File: src/rtl/pic_pkg.sv
// Shared 8259A definitions: IR level constants and the vector helpers used
// for priority rotation. Also imported by the control logic block.
package pic_pkg;

    localparam int         PIC_LEVELS = 8;

    localparam logic [2:0] IR0 = 3'd0;
    localparam logic [2:0] IR1 = 3'd1;
    localparam logic [2:0] IR2 = 3'd2;
    localparam logic [2:0] IR3 = 3'd3;
    localparam logic [2:0] IR4 = 3'd4;
    localparam logic [2:0] IR5 = 3'd5;
    localparam logic [2:0] IR6 = 3'd6;
    localparam logic [2:0] IR7 = 3'd7;

    // Circular right rotation of an 8-bit vector by n places.
    function automatic logic [7:0] rotate_right8(input logic [7:0] v, input logic [2:0] n);
        logic [15:0] doubled;
        doubled = {v, v} >> n;
        return doubled[7:0];
    endfunction

    // Circular left rotation of an 8-bit vector by n places.
    function automatic logic [7:0] rotate_left8(input logic [7:0] v, input logic [2:0] n);
        logic [15:0] doubled;
        doubled = {v, v} << n;
        return doubled[15:8];
    endfunction

    // Index of the set bit of a one-hot vector (0 for an all-zero vector).
    function automatic logic [2:0] onehot8_to_idx(input logic [7:0] v);
        logic [2:0] idx;
        idx = 3'd0;
        for (int k = 0; k < PIC_LEVELS; k++) begin
            if (v[k]) begin
                idx = idx | 3'(k);
            end
        end
        return idx;
    endfunction

endpackage

File: src/rtl/pic_priority_select.sv
// Picks the highest-priority set bit of a request vector under the current
// rotation. The bit just above 'lowest' is the most important one, so the
// vector is rotated to put it at bit 0, the lowest set bit is isolated, and
// the result is rotated back into IR numbering.
module pic_priority_select
    import pic_pkg::*;
(
    input  logic [7:0] vector,
    input  logic [2:0] lowest,
    output logic [7:0] winner
);

    logic [2:0] w_shift;
    logic [7:0] w_rotated;
    logic [7:0] w_isolated;

    assign w_shift    = lowest + 3'd1;
    assign w_rotated  = rotate_right8(vector, w_shift);
    // Two's-complement trick keeps only the least significant set bit.
    assign w_isolated = w_rotated & (~w_rotated + 8'd1);
    assign winner     = rotate_left8(w_isolated, w_shift);

endmodule

File: src/rtl/pic_priority_resolver.sv
// 8259A interrupt request front end: IRR capture in edge or level mode,
// IMR masking, ISR set/clear and fixed/rotating priority resolution that
// feeds the control logic block.
module pic_priority_resolver
    import pic_pkg::*;
#(
    parameter logic [2:0] RESET_PRIORITY = 3'd7
) (
    input  logic       clk,
    input  logic       reset,
    input  logic [7:0] ir_in,
    input  logic       level_or_edge_triggered,
    input  logic [7:0] interrupt_mask,
    input  logic       special_mask_mode,
    input  logic       freeze,
    input  logic       latch_isr,
    input  logic [7:0] end_of_interrupt,
    input  logic       rotate_on_eoi,
    input  logic       priority_load,
    input  logic [2:0] priority_level,
    output logic [7:0] interrupt,
    output logic       int_req,
    output logic [7:0] highest_level_in_service,
    output logic [7:0] irr,
    output logic [7:0] isr
);

    logic [7:0] r_irr;
    logic [7:0] r_isr;
    logic [7:0] r_interrupt;
    logic       r_int_req;
    logic [7:0] r_ir_prev;
    logic [2:0] r_lowest;

    logic [2:0] w_shift;
    logic [7:0] w_candidate;
    logic [7:0] w_eff_isr;
    logic [7:0] w_req_winner;
    logic [7:0] w_isr_winner;
    logic [7:0] w_req_rot;
    logic [7:0] w_isr_rot;
    logic [7:0] w_interrupt_next;
    logic [7:0] w_irr_next;
    logic [7:0] w_isr_next;
    logic [7:0] w_eoi_rot;
    logic [7:0] w_eoi_top;
    logic [2:0] w_eoi_idx;
    logic [2:0] w_lowest_next;

    assign w_shift     = r_lowest + 3'd1;
    assign w_candidate = r_irr & ~interrupt_mask;
    // In special mask mode a masked in-service level no longer blocks others.
    assign w_eff_isr   = special_mask_mode ? (r_isr & ~interrupt_mask) : r_isr;

    pic_priority_select u_req_select (
        .vector (w_candidate),
        .lowest (r_lowest),
        .winner (w_req_winner)
    );

    pic_priority_select u_isr_select (
        .vector (w_eff_isr),
        .lowest (r_lowest),
        .winner (w_isr_winner)
    );

    // In rotated space a smaller one-hot value means a higher priority, so a
    // plain magnitude compare tells whether the request outranks the ISR.
    assign w_req_rot = rotate_right8(w_req_winner, w_shift);
    assign w_isr_rot = rotate_right8(w_isr_winner, w_shift);

    // Request wins only when strictly above the highest in-service level.
    always_comb begin
        w_interrupt_next = 8'h00;
        if ((w_req_rot != 8'h00) && ((w_isr_rot == 8'h00) || (w_req_rot < w_isr_rot))) begin
            w_interrupt_next = w_req_winner;
        end
    end

    // Per-level IRR capture; the latch_isr clear overrides freeze and any new set.
    generate
        for (genvar gi = 0; gi < PIC_LEVELS; gi++) begin : g_irr
            assign w_irr_next[gi] =
                (latch_isr & r_interrupt[gi]) ? 1'b0 :
                freeze                        ? r_irr[gi] :
                level_or_edge_triggered       ? ir_in[gi] :
                (ir_in[gi] & (r_irr[gi] | ~r_ir_prev[gi]));
        end
    endgenerate

    // Clear first, then set, so a level latched in the same cycle stays set.
    assign w_isr_next = (r_isr & ~end_of_interrupt) | (latch_isr ? r_interrupt : 8'h00);

    // Highest-priority level named by an EOI becomes the new lowest priority.
    assign w_eoi_rot = rotate_right8(end_of_interrupt, w_shift);
    assign w_eoi_top = rotate_left8(w_eoi_rot & (~w_eoi_rot + 8'd1), w_shift);
    assign w_eoi_idx = onehot8_to_idx(w_eoi_top);

    // Lowest-priority register update; an explicit set-priority load wins.
    always_comb begin
        w_lowest_next = r_lowest;
        if (priority_load) begin
            w_lowest_next = priority_level;
        end else if (rotate_on_eoi && (|end_of_interrupt)) begin
            w_lowest_next = w_eoi_idx;
        end
    end

    // State registers; interrupt and INT are held while an INTA sequence freezes them.
    always_ff @(posedge clk) begin
        if (reset) begin
            r_irr       <= 8'h00;
            r_isr       <= 8'h00;
            r_interrupt <= 8'h00;
            r_int_req   <= 1'b0;
            r_ir_prev   <= 8'h00;
            r_lowest    <= RESET_PRIORITY;
        end else begin
            r_irr     <= w_irr_next;
            r_isr     <= w_isr_next;
            r_ir_prev <= ir_in;
            r_lowest  <= w_lowest_next;
            if (!freeze) begin
                r_interrupt <= w_interrupt_next;
                r_int_req   <= |w_interrupt_next;
            end
        end
    end

    assign interrupt                = r_interrupt;
    assign int_req                  = r_int_req;
    assign highest_level_in_service = w_isr_winner;
    assign irr                      = r_irr;
    assign isr                      = r_isr;

endmodule

File: config.mk
export PLATFORM = sky130hd
export DESIGN_NAME = pic_priority_resolver
export DESIGN_NICKNAME = d
export VERILOG_FILES = /design/src/rtl/pic_pkg.sv /design/src/rtl/pic_priority_select.sv /design/src/rtl/pic_priority_resolver.sv
export SDC_FILE = /design/constraint.sdc
export NUM_CORES = 1
export LEC_CHECK = 0
export CORE_MARGIN = 2
export CORE_UTILIZATION = 48
export DETAILED_ROUTE_END_ITERATION = 10
export PLACE_DENSITY = 0.72
export SYNTH_ARGS = -nofsm -noshare
export SYNTH_HDL_FRONTEND = slang
export SYNTH_HIERARCHICAL = 1
export SYNTH_SLANG_ARGS = --single-unit
File: constraint.sdc
create_clock -name clk -period 13.7 [get_ports clk]
set_clock_uncertainty 0.15 [all_clocks]
set_input_delay 2.055 -clock clk [delete_from_list [all_inputs] [get_ports clk]]
set_output_delay 2.055 -clock clk [all_outputs]
set_load 0.02 [all_outputs]
==> results.py <==
metrics = {
    "die": {
        "start_util_pct": 48.7,
        "die-area_mm2": 0.0100,
        "die_w_um": 100,
        "die_y_um": 100,
        "fp.coreArea_mm2": 0.00911,
        "io_pins": 68,
        "num_rows": 35,
    },
    "pwr": {
        "power.total_mw": 1.39,
        "ir_drop_mv": 0.113,
        "powerDensity_mw_per_mm2": 271,
        "leakagePower_nw": 1.87,
    },
    "sta": {
        "fmax_mhz": 124,
        "setup_viol": 0,
        "slew_violations": 0,
        "rsz0062_at_grt": "false",
        "timing.final.crit_share_pct": 58.7,
        "max_slew_margin_pct": 22.6,
        "worstMarginPinSlew_ns": 1.15,
        "min_period_ns": 8.05,
        "setup_tns_ns": 0,
        "hold_viol_final": 0,
    },
    "detailed_routing": {
        "postRouteAntennaNets": 0,
        "via_per_inst": 6.64,
        "dr.pass1.iters": 5,
        "via_count": 4491,
        "wl_um": 12900,
        "drt_iter0_drc": 279,
        "avgRoutedWirePerCell_um": 19.0,
        "drc": 0,
    },
    "clock_network": {
        "clockRootBuffer": "clkbuf_8",
        "post_cts_resized": 0,
        "cts.htree.levels": 2,
        "cts_tree": "done",
        "numCtsBuffers": 5,
        "cts.sinks": 36,
        "clock_latency_ns": 0.29,
        "clk_pin_slew_ns": 0.08,
        "post-cts-setup-buffers": 0,
        "postCtsHoldBufs": 0,
        "clk_path_buf_depth": 2,
    },
    "final_layout": {
        "n_antenna_cell": 0,
        "fin_nets": 609,
        "multi_input_area_mm2": 0.00340,
        "layoutNonFillerInstCount": 676,
        "nFillCells": 861,
        "layout_common_cells": "67 x clkdlybuf4s50_1, 49 x nand2_1, 40 x nor2_1, 38 x a21oi_1",
        "drive_above_1_share_pct": 15.9,
        "register_area_um2": 722,
        "stdcell_area_mm2": 0.00513,
        "layout_commonest_cell": "clkdlybuf4s50_1",
        "syn2layout_area_growth_pct": 15.7,
    },
    "critical_path": {
        "worstSetupEndpointType": "output port",
        "worstSetupPathType": "input pin to output port",
        "crit_path_start_kind": "input pin",
        "critical_path_required_ns": 11.49,
        "crit_arrival_ns": 5.84,
        "cp_max_fo": 8,
    },
    "synthesis": {
        "syn-cell-area_mm2": 0.00443,
        "syn_inst": 516,
        "synth-seq-cells": 36,
        "synth.distinct_cells": 73,
        "synth_flop_cell": "dfxtp_1",
        "synth_edf_count": 0,
        "syn_nets": 561,
        "ys_async_sr_fraction_pct": 0,
        "ys_warn_count": 6,
        "avgSynthCellArea_um2": 8.59,
        "seq_area_frac_synth_pct": 16.3,
    },
    "global_routing": {
        "overflow": 0,
        "grtUsageTotal_pct": 25.5,
        "grt_start_max_net_pins": 58,
        "antenna_found_initial": 0,
        "grt_pass1_wl_um": 21100,
        "grt_pass1_vias": 4313,
    },
    "placement": {
        "place_inst": 668,
        "placed_area_mm2": 0.00504,
        "place_congestion": 0.991,
        "portBuffers": 67,
        "dp_hpwl_um": 9460,
    },
    "flow_run": {
        "maxCapViolCount": 0,
    },
    "outcome": {
        "status": "complete, no violations",
    },
    "worst_hold_path": {
        "hp-class": "flip-flop to flip-flop",
    },
}
power by group:
group | internal (mW) | total, mW | switching, mW
Combinational | 0.506 | 1.17 | 0.664
Clock | 0.0354 | 0.0746 | 0.0392
Sequential | 0.123 | 0.145 | 0.0215
Total | 0.665 | 1.39 | 0.724
kinds of logic (layout without fill, tap and decap cells):
group           count (synthesis)  in the layout  share of synthesized area, %
compound gates                157            157                          27.2
xor+xnor                        8              8                          1.75
fa+ha+maj                      10             10                          2.82
buf+inv                        46             95                          7.11
flops                          36             36                          16.3
mux                            73             73                          22.6
simple gates                  186            186                          22.3
final timing paths:
kind	from	endpoint	slack [ns]	cells after the start
setup / recovery	special_mask_mode	highest_level_in_service[2]	5.65	9
hold / removal	interrupt[7]$_SDFFE_PP0N_	isr[7]$_SDFF_PP0_	0.35	2
setup reg to reg	r_lowest[0]$_SDFFE_PP1P_	interrupt[0]$_SDFFE_PP0N_	7.26	17
hold reg to reg	interrupt[7]$_SDFFE_PP0N_	isr[7]$_SDFF_PP0_	0.35	2
synthesized netlist by cell type, types with 10 or more instances:
cell type,instances,area share [%]
mux2i_1,35,7.9
nand2_1,49,4.1
o21ai_0,11,1.2
a21oi_1,38,4.3
nor2b_1,19,2.7
ha_1,10,2.8
nand2b_1,14,2.0
nor4_1,14,2.0
nor3_1,14,1.6
nor2_1,40,3.4
mux2_2,16,4.1
a31oi_1,14,2.0
dfxtp_1,36,16
mux4_2,19,9.7
inv_1,12,1.0
flip-flops by register name (all words and copies together) (netlist names):
| register | flops |
|---|---|
| isr | 8 |
| r_lowest | 3 |
| irr | 8 |
| r_ir_prev | 8 |
| int_req | 1 |
| interrupt | 8 |
metrics by stage:
step	hold slack [ns]	util, %	setup WS [ns]
2_1_floorplan	0.351	-	7.17
3_3_place_gp	0.342	55.3	5.81
3_5_place_dp	0.344	55.3	5.69
4_1_cts	0.356	56.3	5.71
5_1_grt	0.379	56.3	5.41
6_report	0.349	56.3	5.65
worst max-delay path: stages:
cell and delay (ns):
clkdlybuf4s50_1 0.52, a21boi_0 0.85, nand2_1 0.16, o311a_1 0.32, or3_1 0.35, or3_4 0.40
a221o_1 0.32, o41ai_1 0.14, clkdlybuf4s50_1 0.73
layout make-up:
type / instances / share of cell area, %
Multi-Input combinational cell: 434 / 66.4
Timing Repair Buffer: 75 / 14.2
Sequential cell: 36 / 14.1
Tap cell: 111 / 2.71
Clock buffer: 5 / 1.34
Inverter: 12 / 0.878
Clock inverter: 3 / 0.366
layer usage:
| metal | part of all wire [%] | GRT usage (%) | wire length, um |
|---|---|---|---|
| met5 | 0 | 0 | 0 |
| met4 | 1.6 | 5.90 | 204 |
| met3 | 5.4 | 1.74 | 694 |
| met2 | 49 | 43.2 | 6330 |
| met1 | 44 | 35.7 | 5630 |
(Power assumes the default switching activity.)
